**src/rtl/stuck_at_bist_engine.sv**
```systemverilog
// Stuck-at BIST engine: counter/LFSR pattern source, optional single-bit stuck-at
// injection on the pattern, MISR compaction of the CUT response, golden compare.
module stuck_at_bist_engine #(
  parameter int                   WIDTH     = 3,
  parameter int                   OUT_WIDTH = 3,
  parameter int                   CNT_W     = 8,
  parameter logic [WIDTH-1:0]     LFSR_POLY = 3'b011,
  parameter logic [WIDTH-1:0]     LFSR_SEED = 3'b001,
  parameter logic [OUT_WIDTH-1:0] MISR_POLY = 3'b011,
  parameter logic [OUT_WIDTH-1:0] MISR_SEED = 3'b000
) (
  input  logic                     clk,
  input  logic                     rst_n,
  input  logic                     start_i,
  input  logic                     abort_i,
  input  logic                     mode_i,
  input  logic [CNT_W-1:0]         num_pat_i,
  input  logic [OUT_WIDTH-1:0]     golden_i,
  input  logic                     fault_en_i,
  input  logic [$clog2(WIDTH)-1:0] fault_sel_i,
  input  logic                     fault_val_i,
  output logic [WIDTH-1:0]         pat_o,
  input  logic [OUT_WIDTH-1:0]     resp_i,
  output logic                     busy_o,
  output logic                     done_o,
  output logic                     pass_o,
  output logic [OUT_WIDTH-1:0]     sig_o
);

  localparam int SEL_W = $clog2(WIDTH);

  typedef enum logic [1:0] {S_IDLE, S_RUN, S_DONE} state_t;

  state_t               r_state;
  logic                 r_mode;
  logic [CNT_W-1:0]     r_num_pat;
  logic [OUT_WIDTH-1:0] r_golden;
  logic                 r_fault_en;
  logic [SEL_W-1:0]     r_fault_sel;
  logic                 r_fault_val;
  logic [WIDTH-1:0]     r_pat;
  logic [OUT_WIDTH-1:0] r_misr;
  logic [CNT_W-1:0]     r_cnt;
  logic                 r_pass;

  logic [WIDTH-1:0]     w_lfsr_next;
  logic [WIDTH-1:0]     w_pat_next;
  logic [WIDTH-1:0]     w_pat_applied;
  logic [OUT_WIDTH-1:0] w_misr_next;
  logic                 w_last;

  always_comb begin
    w_lfsr_next = {r_pat[WIDTH-2:0], 1'b0} ^ (r_pat[WIDTH-1] ? LFSR_POLY : '0);
    w_pat_next  = r_mode ? w_lfsr_next : r_pat + 1'b1;
    w_misr_next = {r_misr[OUT_WIDTH-2:0], 1'b0}
                ^ (r_misr[OUT_WIDTH-1] ? MISR_POLY : '0) ^ resp_i;
    w_last      = (r_cnt == r_num_pat - 1'b1);
  end

  // Fault is applied on the way out so the generator sequence itself is never disturbed.
  always_comb begin
    w_pat_applied = r_pat;
    for (int i = 0; i < WIDTH; i++) begin
      if (r_fault_en && (r_fault_sel == SEL_W'(i))) begin
        w_pat_applied[i] = r_fault_val;
      end
    end
  end

  always_ff @(posedge clk or negedge rst_n) begin
    if (!rst_n) begin
      r_state     <= S_IDLE;
      r_mode      <= 1'b0;
      r_num_pat   <= '0;
      r_golden    <= '0;
      r_fault_en  <= 1'b0;
      r_fault_sel <= '0;
      r_fault_val <= 1'b0;
      r_pat       <= '0;
      r_misr      <= '0;
      r_cnt       <= '0;
      r_pass      <= 1'b0;
    end else if (abort_i) begin
      r_state <= S_IDLE;
      r_pass  <= 1'b0;
    end else begin
      case (r_state)
        S_IDLE, S_DONE: begin
          if (start_i) begin
            r_mode      <= mode_i;
            r_num_pat   <= num_pat_i;
            r_golden    <= golden_i;
            r_fault_en  <= fault_en_i;
            r_fault_sel <= fault_sel_i;
            r_fault_val <= fault_val_i;
            r_pat       <= mode_i ? LFSR_SEED : '0;
            r_misr      <= MISR_SEED;
            r_cnt       <= '0;
            if (num_pat_i == '0) begin
              r_state <= S_DONE;
              r_pass  <= (MISR_SEED == golden_i);
            end else begin
              r_state <= S_RUN;
              r_pass  <= 1'b0;
            end
          end
        end
        S_RUN: begin
          r_misr <= w_misr_next;
          r_pat  <= w_pat_next;
          r_cnt  <= r_cnt + 1'b1;
          if (w_last) begin
            r_state <= S_DONE;
            r_pass  <= (w_misr_next == r_golden);
          end
        end
        default: r_state <= S_IDLE;
      endcase
    end
  end

  assign pat_o  = (r_state == S_RUN) ? w_pat_applied : '0;
  assign busy_o = (r_state == S_RUN);
  assign done_o = (r_state == S_DONE);
  assign pass_o = r_pass;
  assign sig_o  = r_misr;

endmodule

```
**config.mk**
```make
export PLATFORM = sky130hd
export DESIGN_NAME = stuck_at_bist_engine
export DESIGN_NICKNAME = d
export VERILOG_FILES = /design/src/rtl/stuck_at_bist_engine.sv
export SDC_FILE = /design/constraint.sdc
export NUM_CORES = 1
export LEC_CHECK = 0
export ABC_AREA = 1
export BUFFER_PORTS_ARGS = -buffer_cell sky130_fd_sc_hd__buf_4
export CAP_MARGIN = 30
export CORE_MARGIN = 2
export CORE_UTILIZATION = 43
export CTS_BUF_LIST = sky130_fd_sc_hd__clkbuf_4
export CTS_CLUSTER_SIZE = 20
export DETAILED_ROUTE_END_ITERATION = 8
export PLACE_DENSITY_LB_ADDON = 0.15
export SKIP_CTS_REPAIR_TIMING = 1
export SYNTH_ARGS = -nofsm -noshare
export SYNTH_HDL_FRONTEND = slang
export SYNTH_SLANG_ARGS = --single-unit
```
**constraint.sdc**
```tcl
create_clock -name clk -period 2.05 [get_ports clk]
set_input_delay 0.1025 -clock clk [delete_from_list [all_inputs] [get_ports clk]]
set_output_delay 0.1025 -clock clk [all_outputs]
set_load 0.02 [all_outputs]
```
==> impl_results.rst <==
.. list-table::
   :header-rows: 1

   * - Metric
     - Value
   * - Result of the run
     - complete, but fails checks
   * - Violated checks
     - negative hold slack
   * - Share of cells above drive strength 1
     - around 17%
   * - Number of max-cap violations
     - 0
   * - Final-report hold violation count
     - 3
   * - Leakage component of the power
     - 0.00127 uW
   * - Max-slew violation count
     - 0
   * - Worst Setup Start Kind
     - flop
   * - Start-to-end type of the worst setup path
     - flop to flop
   * - Final worst-path setup slack
     - 0.272 ns
   * - GR Layer Usage met3
     - under 10%
   * - Area of the die
     - just over 5000 um^2
   * - Met1 Track Usage GR
     - 25.9%
   * - Highest Clock Rate
     - 562 MHz
   * - Routed len/inst
     - ~11 um
   * - Area share of the largest cell type after synthesis
     - between 40% and 50%
   * - Pin count of the biggest net entering global routing
     - 34
   * - Library cell used as clock root buffer
     - sky130_fd_sc_hd__clkbuf_4
   * - Final hold slack
     - -0.0331 ns
   * - Leading post-synthesis cells by instance count
     - sky130_fd_sc_hd__nand2_1, sky130_fd_sc_hd__inv_1, sky130_fd_sc_hd__dfrtp_1
   * - Worst Skew
     - about 0.0059 ns
   * - Nets
     - ~350
   * - Final HPWL DP
     - around 3200 um
   * - Async S/R FF share, synth
     - 100%
   * - Crit path capture type
     - flop
   * - # rows
     - 24
   * - Routability cong.
     - around 0.8
   * - Dominant synthesized flop cell
     - sky130_fd_sc_hd__dfrtp_1
   * - Worst-case reg-to-reg path depth
     - 13
   * - Antenna violations before repair
     - 0
   * - Area added between synthesis and finish
     - 21.5%
   * - Setup repair after global routing missed its margin
     - no
   * - Class of the tightest hold or removal check
     - input port to flop
   * - Gr ovfl total
     - 0
   * - Number of global-route vias before repair
     - approximately 1,700
   * - GRT Max-Usage Layer
     - met2
   * - Number of endpoints failing setup at the final stage
     - 0
   * - Starting Density
     - 45.2%
   * - Synth Cell Area
     - slightly below 2000 um^2
   * - Worst max-slew margin expressed relative to the limit
     - 70.9%
   * - Cell depth of the worst hold path
     - 3
   * - Die H
     - 71.9 um
   * - Top-Level Pins
     - 32
   * - Yosys reg bits
     - 33
   * - Number of buffers added by the clock tree synthesis step
     - 5
   * - Final Critical Period
     - roughly 1.8 ns
   * - Post-synthesis area per instance
     - around 7.2 um^2
   * - Count of antenna diodes in the layout
     - 0
   * - Required time worst endpoint
     - roughly 2.3 ns
   * - Number of synthesized flops with an enable pin
     - 0
   * - Largest cells by area after synthesis
     - sky130_fd_sc_hd__dfrtp_1, sky130_fd_sc_hd__nand2_1, sky130_fd_sc_hd__inv_1
   * - Worst-skew pair later-pin latency
     - approximately 0.34 ns
   * - First-pass GRT wire length
     - between 7000 and 8000 um
   * - CTS sink cnt
     - 33
   * - Count of mapped cells out of synthesis
     - between 200 and 300
   * - Slew at the pin closest to its max-slew limit
     - 0.437 ns
   * - Worst setup slack after placement
     - about 0.28 ns
   * - Peak supply drop
     - 399 uV
   * - All-layer global routing usage
     - a little under a fifth
   * - Max Buffers Root-to-Sink
     - 2
   * - Power per cell area
     - just under 800 nW/um^2
   * - Most frequent cell after synthesis
     - sky130_fd_sc_hd__nand2_1
   * - Tcrit/Tclk final
     - between 80% and 90%
   * - Area of the placeable core
     - between 4000 and 5000 um^2
   * - Sum of routed wire length over all layers
     - about 4200 um
   * - First-pass detailed-route iteration total
     - 4
   * - Chip width
     - 71.9 um
   * - CTS clk-pin slew, worst paths
     - ~0.1 ns
   * - Yosys synthesis warning count
     - 0
   * - Global routing usage on met2
     - about 29%
   * - Initial detailed-routing violation count
     - about 110
   * - Via count
     - 1,825
   * - Drc violations
     - 0
   * - Final setup TNS
     - 0 ns
   * - Crit Path Max Fanout
     - 5
   * - Vias/cell
     - about 4.9
   * - CTS tree
     - yes
   * - Part of the Yosys area used for sequential elements
     - a little over two fifths
   * - Number of distinct library cell variants in the gate-level netlist after synthesis
     - 29
   * - Total Power Consumption
     - 1870 uW
   * - Buffers on Ports
     - 31
   * - Mapped Nets
     - ~300
   * - Arrival time at the worst endpoint
     - 2.01 ns
   * - Cell type with the largest total area after synthesis
     - sky130_fd_sc_hd__dfrtp_1
   * - Post-detailed-route count of antenna-violating nets
     - 0
   * - # H-tree levels
     - 2
path summary, 6_finish.rpt:
check                                  to  slack, ns      startpoint
setup / recovery                   pass_o       0.27    r_num_pat[0]
hold / removal             r_fault_sel[0]      -0.03  fault_sel_i[0]
setup reg to reg                   pass_o       0.27    r_num_pat[0]
hold reg to reg                    pass_o       0.50          pass_o
max in group asynchronous    r_num_pat[6]       1.49           rst_n
min in group asynchronous  r_fault_sel[0]       0.25           rst_n
where the power goes:
group / switching (uW) / internal (uW) / leakage [uW]
sequential: 101 / 765 / 0.000427
clock: 216 / 138 / 0.0000292
combinational: 393 / 260 / 0.000815
total: 710 / 1160 / 0.00127
state kept, by name, summed over array words and instances, names as in the netlist:
signal       flops
pass_o           1
sig_o            3
r_golden         3
r_fault_sel      2
r_pat            3
r_mode           1
r_state          2
r_fault_val      1
r_fault_en       1
r_num_pat        8
r_cnt            8
cell type report:
class,instances,area (um^2)
fill,432,1980
multi-input combinational,193,957
sequential,33,826
timing repair buffer,42,335
inverter,46,175
tap,52,65.1
clock buffer,6,45.0
clock inverter,1,3.75
cell families after synthesis:
group	Yosys count	share of synthesized area, %
and+or+nand+nor	143	32.9
buffers and inverters	51	9.98
AOI/OAI and AO/OA	43	11.7
DFF	33	41.7
xor gates and xnor gates	4	1.77
adders and majority gates	3	1.90
placed cells by master (no fill, tap or decap):
cell	n
sky130_fd_sc_hd__nand2_1	83
sky130_fd_sc_hd__inv_1	44
sky130_fd_sc_hd__buf_4	34
sky130_fd_sc_hd__dfrtp_1	33
sky130_fd_sc_hd__o21ai_0	27
sky130_fd_sc_hd__nand3_1	25
sky130_fd_sc_hd__nor2_1	18
sky130_fd_sc_hd__a21oi_1	8
sky130_fd_sc_hd__dlygate4sd3_1	8
sky130_fd_sc_hd__clkbuf_4	6
sky130_fd_sc_hd__nand4_1	4
sky130_fd_sc_hd__ha_1	3
sky130_fd_sc_hd__nand2_4	2
sky130_fd_sc_hd__o211ai_1	2
sky130_fd_sc_hd__o22ai_1	2
sky130_fd_sc_hd__nor3_1	2
sky130_fd_sc_hd__nor2_4	2
sky130_fd_sc_hd__nand2_2	2
sky130_fd_sc_hd__xor2_1	2
sky130_fd_sc_hd__xnor2_1	2
sky130_fd_sc_hd__or2_2	2
sky130_fd_sc_hd__inv_2	1
sky130_fd_sc_hd__nor2_8	1
sky130_fd_sc_hd__o2111ai_1	1
sky130_fd_sc_hd__inv_4	1
sky130_fd_sc_hd__nor3_4	1
sky130_fd_sc_hd__o21ai_1	1
sky130_fd_sc_hd__and3_1	1
sky130_fd_sc_hd__o21ai_2	1
sky130_fd_sc_hd__a21boi_0	1
sky130_fd_sc_hd__clkinv_1	1
through the flow:
stage	utilization [%]	cell area (um^2)	cells
finish	54.9	2410	373
global route	54.9	2410	373
CTS	53.1	2330	365
detailed placement	52.0	2280	358
global placement	52.0	2280	358
floorplan	-	1980	277
critical path, cell delays in order (launching register included):
cell	delay, ns
sky130_fd_sc_hd__dfrtp_1	0.40
sky130_fd_sc_hd__inv_1	0.14
sky130_fd_sc_hd__ha_1	0.20
sky130_fd_sc_hd__nand2_1	0.06
sky130_fd_sc_hd__nor2_1	0.21
sky130_fd_sc_hd__nand2_1	0.09
sky130_fd_sc_hd__nand2_1	0.07
sky130_fd_sc_hd__nand3_1	0.08
sky130_fd_sc_hd__nor2_1	0.08
sky130_fd_sc_hd__nand2_1	0.06
sky130_fd_sc_hd__nand2_1	0.11
sky130_fd_sc_hd__nand3_1	0.08
sky130_fd_sc_hd__nand2_1	0.06
sky130_fd_sc_hd__nand2_1	0.04
per-layer routing:
metal	vias to the layer above	routed length, um
met1	821	2170
met4	0	59
met3	6	150
met2	28	1870
li1	970	-
met5	-	0
(Power assumes the default switching activity.)
